[src/rtl/regdest_pipe.sv]
// Destination-tag pipeline (ID/EX, EX/MEM, MEM/WB) for the CPU: load-use
// hazard detection, bubble insertion, branch flush, memory-wait freeze, stall counter.
module regdest_pipe #(
  parameter int STALL_CNT_W = 16
) (
  input  logic                   clk,
  input  logic                   reset,
  input  logic [4:0]             ID_rs,
  input  logic [4:0]             ID_rt,
  input  logic                   ID_uses_rt,
  input  logic [4:0]             ID_WriteReg,
  input  logic                   ID_RegWrite,
  input  logic                   ID_MemRead,
  input  logic                   flush,
  input  logic                   mem_wait,
  output logic                   stall,
  output logic [4:0]             EX_WriteReg,
  output logic                   EX_RegWrite,
  output logic                   EX_MemRead,
  output logic [4:0]             MEMWriteReg,
  output logic                   MemRegWrite,
  output logic                   MEMMemRead,
  output logic [4:0]             WBWriteReg,
  output logic                   WbRegWrite,
  output logic [STALL_CNT_W-1:0] stall_count
);

  logic hz;
  logic id_writes;

  // A load in EX whose destination is read by the ID instruction cannot be
  // forwarded in time; $0 never creates a dependency.
  always_comb begin
    hz = EX_MemRead && (EX_WriteReg != 5'd0) &&
         ((EX_WriteReg == ID_rs) || (ID_uses_rt && (EX_WriteReg == ID_rt)));
    stall = mem_wait || (hz && !flush);
    id_writes = ID_RegWrite && (ID_WriteReg != 5'd0);
  end

  always_ff @(posedge clk or posedge reset) begin
    if (reset) begin
      EX_WriteReg <= 5'd0;
      EX_RegWrite <= 1'b0;
      EX_MemRead  <= 1'b0;
      MEMWriteReg <= 5'd0;
      MemRegWrite <= 1'b0;
      MEMMemRead  <= 1'b0;
      WBWriteReg  <= 5'd0;
      WbRegWrite  <= 1'b0;
      stall_count <= '0;
    end else if (!mem_wait) begin
      MEMWriteReg <= EX_WriteReg;
      MemRegWrite <= EX_RegWrite;
      MEMMemRead  <= EX_MemRead;
      WBWriteReg  <= MEMWriteReg;
      WbRegWrite  <= MemRegWrite;
      if (flush || hz) begin
        EX_WriteReg <= 5'd0;
        EX_RegWrite <= 1'b0;
        EX_MemRead  <= 1'b0;
        // Only genuine load-use bubbles are counted; a flush wins over a hazard.
        if (!flush && (stall_count != '1))
          stall_count <= stall_count + STALL_CNT_W'(1);
      end else begin
        EX_WriteReg <= id_writes ? ID_WriteReg : 5'd0;
        EX_RegWrite <= id_writes;
        EX_MemRead  <= ID_MemRead;
      end
    end
  end

endmodule

[config.mk]
export PLATFORM = sky130hd
export DESIGN_NAME = regdest_pipe
export DESIGN_NICKNAME = d
export VERILOG_FILES = /design/src/rtl/regdest_pipe.sv
export SDC_FILE = /design/constraint.sdc
export NUM_CORES = 1
export LEC_CHECK = 0
export ABC_AREA = 1
export ABC_CLOCK_PERIOD_IN_PS = 1800
export CORE_MARGIN = 5
export CORE_UTILIZATION = 43
export CTS_CLUSTER_DIAMETER = 60
export CTS_CLUSTER_SIZE = 25
export DETAILED_ROUTE_END_ITERATION = 7
export PLACE_DENSITY_LB_ADDON = 0.2
export SYNTH_ARGS = -nofsm -noshare
export SYNTH_HDL_FRONTEND = slang
export SYNTH_SLANG_ARGS = --single-unit
[constraint.sdc]
create_clock -name clk -period 1.8 [get_ports clk]
set_clock_uncertainty 0.2 [all_clocks]
set_input_delay 0.18 -clock clk [delete_from_list [all_inputs] [get_ports clk]]
set_output_delay 0.18 -clock clk [all_outputs]
set_load 0.05 [all_outputs]
==> impl_metrics.toml, run 1 <==
[worst_setup_path]
arrival_ns = 1.48
cp_data_required_time_ns = 1.42
slowest_delay_ns = 0.40
critical_path_class = "register to output port"
reg2reg_slack_ns = -0.03
cp_max_fo = 5
start_kind = "register"
crit_top_cell = "nand2_1"
critPathCaptureType = "output port"
crit_slowest_cell = "dfrtp_2"
path_cells = "inv_2, nand2_1, nand2_1, nor2_1, nand3_2, nand2_2, nand3_4, nand2_4, buf_12"
cp_top_family = "simple AND/OR/NAND/NOR gates"
path_buf_inv = 2

[cts]
ctsHoldBuffers = 0
cts.sinks = 36
cts_buffers = 5
clockBufferDepth = 2
insertion_delay_ns = 0.29
path_clk_slew_ns = 0.08
cts-root-buf = "clkbuf_8"
h-tree-depth = 2
cts_tree = "built"

[die]
die_area_um2 = 6480
die_y_um = 80.5
core_area_um2 = 4790
die_w_um = 80.5
ios = 59
rows = 25
start_util_pct = 44.7

[synthesis]
ys_types = 25
synth_commonest_cells = "nand2_1 (99), inv_1 (41), dfrtp_1 (36)"
synth_cells = 286
syn-num-nets = 309
synth-seq-cells = 36
post-synth-top-count-cell = "nand2_1"
syn_area_um2 = 2140
synth_edf_count = 0
async_reset_ff_share_pct = 100
ys_seq_area_share_pct = 42.1
synth_area_leaders = "dfrtp_1 (42%), nand2_1 (17%), inv_1 (7.2%)"
yosys.area.top_type = "dfrtp_1"
ys.flop_type = "dfrtp_1"
synth.avg_cell_area_um2 = 7.48
netlist.area_leader.share_pct = 42.1
yosys_warnings = 0

[power_and_ir_drop]
p_leak_nw = 1.67
peakVddDrop_mv = 0.381
power_density_nw_per_um2 = 649
total_power_mw = 1.99

[drt]
final_antenna_net_count = 0
vias = 2063
drt_pass1_iterations = 4
drt_wl_total_um = 5440
via_per_inst = 4.76
wl_per_cell_um = 12.6
drc = 0
drt-initial-drc-count = 161

[status]
violations = "setup timing"
status = "finished, violations left"

[grt]
track_usage_pct = 17.8
grt_pass1_wl_um = 8900
busiest_layer = "met2"
grt_use_met3_pct = 4.15
grt_use_met1_pct = 25.3
grt_overflow = 0
grt_pass1_vias = 1896
met2_usage_pct = 26.7
grt_max_degree = 37
antenna_found_initial = 0

[sta]
setup_violations = 11
fin_crit_sh_pct = 104
finalHoldViolations = 0
max_slew_margin_pct = 82.8
timing.final.crit_period_ns = 1.86
tightest_slew_ns = 0.257
grt_setup_unrepaired = "yes"
fin_ws_ns = -0.0647
fin_setup_tns_ns = -0.231
fmax_mhz = 536
drv_slew = 0
holdWs_ns = 0.0493

[placed_design]
place.detailed.hpwl_um = 3960
gp_congestion = 0.870
place_inst = 421
port-buffer-count = 58
placed_area_um2 = 2880
pre_cts_ws_ns = -0.148

[finish]
finalNetCount = 388
design_area_um2 = 3070
diodes = 0
final_util_pct = 64.1
instances_no_fill = 433
area_growth_pct = 43.5
drive_gt1_share_pct = 29.5

[run]
maxCapViolations = 0

[worst_hold_path]
hold_path.class = "input pin to async pin"
## cell type report
class | instances | area [um^2]
Clock buffer | 5 | 68.8
Clock inverter | 3 | 42.5
Fill cell | 438 | 1720
Inverter | 44 | 173
Multi-Input combinational cell | 199 | 1080
Sequential cell | 36 | 917
Tap cell | 67 | 83.8
Timing Repair Buffer | 79 | 704
## registers in the layout, summed over array words and instances (netlist names)
register and cells:
EX_WriteReg 5, MEMMemRead 1, EX_RegWrite 1, WBWriteReg 5, WbRegWrite 1, EX_MemRead 1, MEMWriteReg 5, stall_count 16
MemRegWrite 1
## cells in the final DEF, fill, tap and decap left out, types with 2 or more instances in the layout
cell / count
dfrtp_2: 13
xor2_1: 12
nand4_1: 10
nor2_2: 2
dfrtp_1: 23
nand3_1: 8
clkbuf_8: 5
buf_12: 3
nand3_4: 2
nor2_4: 2
nand2_1: 97
inv_2: 2
nor3_1: 5
inv_1: 38
inv_4: 3
nand2_2: 12
o21ai_0: 12
nor2_1: 13
o21bai_1: 16
buf_4: 53
clkdlybuf4s50_1: 21
## routing by layer
metal  wire length [um]  up-vias  part of all wire (%)
li1                   -     1047                     -
met1               2610      963                    48
met2               2480       48                    46
met3                285        5                   5.2
met4                 61        0                   1.1
met5                  0        -                     0
## report_power, final
part	leakage [nW]	switching, mW	internal, mW
clock network	0.0541	0.320	0.410
logic	1.21	0.247	0.139
registers	0.398	0.0314	0.844
total	1.67	0.597	1.39
## final timing paths
check	from	end	depth (start not counted)
setup / recovery	EX_WriteReg[0]	stall	9
hold / removal	reset	stall_count[11]	3
setup reg to reg	EX_WriteReg[0]	stall_count[2]	12
hold reg to reg	WbRegWrite	WbRegWrite	2
max in group asynchronous	reset	stall_count[5]	3
min in group clk	WbRegWrite	WbRegWrite	2
## tightest hold or removal path: stages
cell             delay (ns)
clkdlybuf4s50_1        0.41
inv_1                  0.09
buf_12                 0.23
## logic make-up (layout without fill, tap and decap cells)
family	after synthesis	after routing	synth area share [%]
xor+xnor	13	13	5.32
simple gates	155	155	32.8
buf+inv	51	131	9.71
compound gates	30	30	9.42
flops	36	36	42.1
fa+ha+maj	1	1	0.585
## timing repair
| action | in CTS | in global routing |
|---|---|---|
| cloned | 0 | 1 |
| resized for setup | 4 | 6 |
| setup buffers | 2 | 1 |
| endpoints found under the setup margin | 17 | 17 |
| pin swaps | 2 | 3 |
Power figures use the tool's default switching activity.
==> run 2, diff against run 1 <==
--- a/config.mk
+++ b/config.mk
@@ -9,7 +9,7 @@
 export ABC_CLOCK_PERIOD_IN_PS = 1800
 export CORE_MARGIN = 5
 export CORE_UTILIZATION = 43
-export CTS_CLUSTER_DIAMETER = 60
+export CTS_CLUSTER_DIAMETER = 120
 export CTS_CLUSTER_SIZE = 25
 export DETAILED_ROUTE_END_ITERATION = 7
 export PLACE_DENSITY_LB_ADDON = 0.2
==> results of run 2 <==
No change in the layout: final DEF, timing and power equal those of run 1.
